## src/rtl/wb_arbiter.sv

```systemverilog
// Writeback arbiter: merges ALU results and buffered long-latency results
// onto the regfile write port. Optional starvation guard: WB_STARVE_GUARD_EN.
module wb_arbiter #(
  parameter int DEPTH        = 2,
  parameter int STARVE_LIMIT = 4
) (
  input  logic        clk,
  input  logic        rst_n,
  input  logic        alu_we,
  input  logic [4:0]  alu_rw,
  input  logic [31:0] alu_data,
  output logic        alu_stall,
  input  logic        iss_valid,
  input  logic [4:0]  iss_rd,
  output logic        iss_ready,
  input  logic        lsu_valid,
  input  logic [4:0]  lsu_rd,
  input  logic [31:0] lsu_data,
  output logic        lsu_ready,
  input  logic [4:0]  ra,
  input  logic [4:0]  rb,
  output logic        stall_a,
  output logic        stall_b,
  output logic        stall_w,
  output logic        rf_we,
  output logic [4:0]  rf_rw,
  output logic [31:0] rf_busw,
  output logic [31:0] pending
);

  localparam int AW = $clog2(DEPTH);

  typedef struct packed {
    logic [4:0]  rd;
    logic [31:0] data;
  } ent_t;

  ent_t          mem [DEPTH];
  ent_t          head;
  logic [AW-1:0] wptr;
  logic [AW-1:0] rptr;
  logic [AW:0]   count;
  logic          empty;
  logic          full;
  logic          alu_eff;
  logic          push;
  logic          pop;
  logic          alu_win;
  logic          force_fifo;
  logic          iss_set;
  logic [31:0]   pend_nxt;

  assign empty     = (count == '0);
  assign full      = (count == (AW+1)'(DEPTH));
  assign lsu_ready = !full;
  assign alu_eff   = alu_we && (alu_rw != 5'd0);
  assign push      = lsu_valid && !full && (lsu_rd != 5'd0);
  assign pop       = !empty && (!alu_eff || force_fifo);
  assign alu_win   = alu_eff && !force_fifo;
  assign head      = mem[rptr];

  assign iss_ready = !pending[iss_rd];
  assign iss_set   = iss_valid && iss_ready && (iss_rd != 5'd0);
  assign stall_a   = pending[ra];
  assign stall_b   = pending[rb];
  assign stall_w   = pending[alu_rw];

`ifdef WB_STARVE_GUARD_EN
  localparam int SW = $clog2(STARVE_LIMIT + 1);

  logic [SW-1:0] starve;

  assign force_fifo = !empty && (starve == SW'(STARVE_LIMIT));
  assign alu_stall  = force_fifo;

  // count consecutive ALU wins over a waiting FIFO head
  always_ff @(posedge clk or negedge rst_n) begin
    if (!rst_n) begin
      starve <= '0;
    end else if (pop || empty) begin
      starve <= '0;
    end else if (alu_win) begin
      starve <= starve + SW'(1);
    end
  end
`else
  assign force_fifo = 1'b0;
  assign alu_stall  = 1'b0;
`endif

  // result storage; contents are don't-care while empty
  always_ff @(posedge clk) begin
    if (push) begin
      mem[wptr] <= '{rd: lsu_rd, data: lsu_data};
    end
  end

  // FIFO pointers and occupancy
  always_ff @(posedge clk or negedge rst_n) begin
    if (!rst_n) begin
      wptr  <= '0;
      rptr  <= '0;
      count <= '0;
    end else begin
      if (push) wptr <= wptr + AW'(1);
      if (pop)  rptr <= rptr + AW'(1);
      unique case ({push, pop})
        2'b10:   count <= count + (AW+1)'(1);
        2'b01:   count <= count - (AW+1)'(1);
        default: count <= count;
      endcase
    end
  end

  // registered regfile write port; address/data hold when idle
  always_ff @(posedge clk or negedge rst_n) begin
    if (!rst_n) begin
      rf_we   <= 1'b0;
      rf_rw   <= 5'd0;
      rf_busw <= 32'd0;
    end else if (alu_win) begin
      rf_we   <= 1'b1;
      rf_rw   <= alu_rw;
      rf_busw <= alu_data;
    end else if (pop) begin
      rf_we   <= 1'b1;
      rf_rw   <= head.rd;
      rf_busw <= head.data;
    end else begin
      rf_we   <= 1'b0;
    end
  end

  // scoreboard next state: clear on pop, then set so set wins
  always_comb begin
    pend_nxt = pending;
    if (pop) pend_nxt[head.rd] = 1'b0;
    if (iss_set) pend_nxt[iss_rd] = 1'b1;
    pend_nxt[0] = 1'b0;
  end

  // scoreboard register
  always_ff @(posedge clk or negedge rst_n) begin
    if (!rst_n) begin
      pending <= 32'd0;
    end else begin
      pending <= pend_nxt;
    end
  end

endmodule

```

## config.mk

```make
export PLATFORM = sky130hd
export DESIGN_NAME = wb_arbiter
export DESIGN_NICKNAME = d
export VERILOG_FILES = /design/src/rtl/wb_arbiter.sv
export SDC_FILE = /design/constraint.sdc
export NUM_CORES = 1
export LEC_CHECK = 0
export ABC_AREA = 1
export CORE_ASPECT_RATIO = 1.25
export CORE_MARGIN = 4
export CORE_UTILIZATION = 41
export CTS_CLUSTER_DIAMETER = 120
export CTS_CLUSTER_SIZE = 20
export DETAILED_ROUTE_END_ITERATION = 10
export PLACE_DENSITY = 0.68
export SYNTH_ARGS = -nofsm -noshare
export SYNTH_HDL_FRONTEND = slang
export SYNTH_SLANG_ARGS = --single-unit
```

## constraint.sdc

```tcl
create_clock -name clk -period 3.3 [get_ports clk]
set_input_delay 0.825 -clock clk [delete_from_list [all_inputs] [get_ports clk]]
set_output_delay 0.825 -clock clk [all_outputs]
set_load 0.005 [all_outputs]
```

==> results.txt <==
----------------------------------------------------
[GRT]
  Number of antenna violations at the first check in global routing ... 1
  First-pass GRT wire length ... 34200 µm
  Global-route total usage across every layer ... 0.222
  GRT overflow ... 0
  Pin count of the biggest net entering global routing ... 58
  Vias in the first global route ... 6343

[Worst setup path]
  Cell type group with the largest total delay on the critical path ... buffers and inverters
  Startpoint type of the worst setup path ... input port
  Cells traversed along the worst timing path ... clkdlybuf4s50_1 > inv_2 > nor3_4 > nand2_1 > nand2_1 > nor2_2 > nand2_2 > inv_1 > clkdlybuf4s50_1
  Endpoint of the worst setup timing path ... iss_ready
  Sort of element at the end of the critical path ... primary output
  CP max FO ... 4
  Stages on worst setup path ... 9
  Critical path buffer and inverter count ... 4
  Cells on worst reg2reg path ... 7
  Worst R2R Start ... rptr
  Data required, critical path ... 2470 ps
  Start point of the critical path ... iss_rd[2]
  Crit path DAT ... 2400 ps
  Endpoint of the lowest-slack register-to-register path ... pending[2]
  Master of the slowest instance on the critical path ... clkdlybuf4s50_1
  Flop-to-flop setup slack ... 1370 ps
  Worst Setup Path Type ... input port to primary output
  Slowest Stage Delay on Critical Path ... 520 ps

[Clocking]
  Latest clock arrival within the worst-skew pair ... 420 ps
  # hold bufs at CTS ... 0
  TritonCTS clock tree ... built
  Clock slew seen by the registers of the worst setup and hold paths ... 70 ps
  Number of sinks handled by clock tree synthesis ... 147
  CTS H-tree depth ... 4
  Maximum buffer depth of the clock tree ... 2
  Cell at the root of the clock tree ... clkbuf_16
  Cts bufs inserted ... 17

[Yosys]
  Synthesized area ... 7170 µm²
  Sequential share of the synthesized area ... 0.565
  Number of unique standard cell types used by synthesis ... 33
  Simple logic cell fraction of the synthesized area ... 0.221
  Seq cells post-synth ... 147
  YS warnings ... 0
  Xor/xnor share of the synthesized area ... 0.00489
  Mean post-synth cell area ... 9.14 µm²
  Mux share of post-synthesis cell area ... 0.0293
  Main combinational cell family by area after synthesis ... simple AND/OR/NAND/NOR gates
  Number of standard cells after synthesis ... 784
  Adder-Cell Fraction of Synth Area ... 0.00175
  Synthesized-area fraction occupied by ao, oa, aoi and oai cells ... 0.127

[Finish]
  Total number of nets in the final design ... 1088
  Leading cell type in the layout, fill and taps excluded ... nand2_1
  Area used by multi-input combinational logic ... 2810 µm²
  Highest-count cells in the layout ignoring fill and taps ... nand2_1, clkdlybuf4s50_1, nor2_1
  FILL cells ... 1503
  Proportion of layout cells with a drive suffix above 1 ... 0.127
  Growth of design area from synthesis to finish ... 39.2%
  Register Area ... 4050 µm²
  Number of diodes added for antenna fixing ... 0
  Final instance area ... 9980 µm²

[STA]
  Worst slew margin ... 0.495
  Count of endpoints failing setup in the final report ... 0
  Total count of hold-check failures in the final report ... 0
  Max Clock Freq ... 0.310 GHz
  Post-route clock period utilization ... 0.977
  Final count of pins violating max slew ... 0
  Worst clock skew ... 9.95 ps
  Slew at the pin closest to its max-slew limit ... 758 ps
  Min cycle time layout ... 3220 ps

[Drt]
  Via-to-Cell Ratio ... 5.37
  Pre-antenna DRT Iters ... 5
  DR DRC count ... 0
  Total wirelength of the detailed-routed design ... 22200 µm
  Average routed wire per standard cell ... 18.1 µm
  Antenna viol nets, final ... 0
  Vias ... 6589
  Number of design-rule violations left by the first detailed-router iteration ... 346

[Die]
  Number of top-level pins ... 170
  Y dimension of the die ... 156 µm
  Starting utilization of the core area ... 0.422
  Total Die Area ... 19700 µm²
  Floorplan die width ... 126 µm
  Number of cell rows ... 53
  Area of the core ... 17000 µm²

[Placed design]
  Detailed placement HPWL ... 15400 µm
  Port Buffer Count ... 167
  Placer's final routability congestion estimate ... 0.926
  Post-placement cell area ... 9320 µm²

[Pwr]
  Power consumption ... 7.83 mW
  Total internal power ... 4.90 mW
  Fraction of power consumed by combinational cells ... 0.351
  Power density relative to cell area ... 784 nW/µm²
  Proportion of total power due to net switching ... 0.374
  Leakage power of the design ... 4.18 nW
  Portion of total power attributed to the clock network ... 0.229
  Max rail drop VDD ... 0.000436 V
  Net switching power of the design ... 2.92 mW
  Flop pwr share ... 0.421

[Run]
  Max-cap violations ... 0

[Status]
  Status ... complete, no violations

[Min path]
  Path category of the worst min-delay check ... input port to async pin

----------------------------------------------------
[layout make-up]
cell class	count	area share
sequential	147	0.406
inverter	49	0.0194
tap	220	0.0276
clock inverter	15	0.0125
multi-input combinational	558	0.282
timing repair inverter	2	0.00150
timing repair buffer	218	0.209
clock buffer	17	0.0426
[synthesized netlist by cell type, drive strengths merged]
| cell type | n | area (µm²) |
|---|---|---|
| a21oi | 12 | 60.1 |
| buf | 19 | 136 |
| clkbuf | 12 | 45.0 |
| conb | 1 | 3.75 |
| dfrtp | 73 | 1830 |
| edfxtp | 74 | 2220 |
| ha | 1 | 12.5 |
| inv | 49 | 186 |
| mux2i | 21 | 210 |
| nand2 | 223 | 845 |
| nand3 | 54 | 270 |
| nand4 | 1 | 6.26 |
| nor2 | 88 | 345 |
| nor3 | 9 | 85.1 |
| o211ai | 25 | 188 |
| o21ai | 85 | 425 |
| o221ai | 13 | 114 |
| o22ai | 4 | 25.0 |
| o311ai | 11 | 96.3 |
| or2 | 5 | 31.3 |
| xnor2 | 2 | 17.5 |
| xor2 | 2 | 17.5 |
[cells by family after synthesis]
group | count (synthesis)
compound gates | 150
xor+xnor | 4
fa+ha+maj | 1
buf+inv | 80
flops | 147
mux | 21
other cells | 1
simple gates | 380
[metrics by stage]
stage	TNS, ps	util	hold WS (ps)	setup WS [ps]	std cells
finish	0	0.588	470	76.2	1226
global route	-28.2	0.588	516	-17.6	1226
CTS	0	0.584	492	9.74	1220
detailed placement	-545	0.549	485	-180	1185
global placement	-516	0.549	471	-159	1185
floorplan	0	-	469	243	785
[routing by layer]
metal	wire [µm]	part of all wire	GRT usage
met5	13	0.00059	0
met4	857	0.039	0.0956
met3	2160	0.097	0.0747
met2	10800	0.49	0.376
met1	8400	0.38	0.257
[power by group through the flow]
stage | Combinational (mW) | Sequential [mW] | Clock, mW
after CTS | 2.77 | 3.26 | 1.82
final | 2.74 | 3.29 | 1.79
after detailed placement | 2.76 | 3.28 | 0
after global placement | 2.72 | 3.26 | 0
after global routing | 3.03 | 3.33 | 1.89
after floorplan | 1.35 | 3.00 | 0
[sequential cells by signal, summed over array words and instances, names as in the netlist]
signal   cells
rf_busw     32
mem         74
rptr         1
wptr         1
count        2
pending     31
rf_rw        5
rf_we        1
[worst min-delay path by stage]
stage,from,end,cells after the start
floorplan,count[1],count[1],1
global placement,rf_rw[1],rf_rw[1],2
detailed placement,rf_rw[1],rf_rw[1],2
CTS,rst_n,rf_busw[13],1
global route,rst_n,rf_busw[8],1
finish,rst_n,rf_busw[13],1
[timing repair]
action / 4_1_cts / 5_1_grt
gates cloned: 2 / 0
setup buffers: 1 / 6
resized for setup: 23 / 18
setup endpoints to repair: 4 / 3
pin swaps: 0 / 1
(Power assumes the default switching activity.)
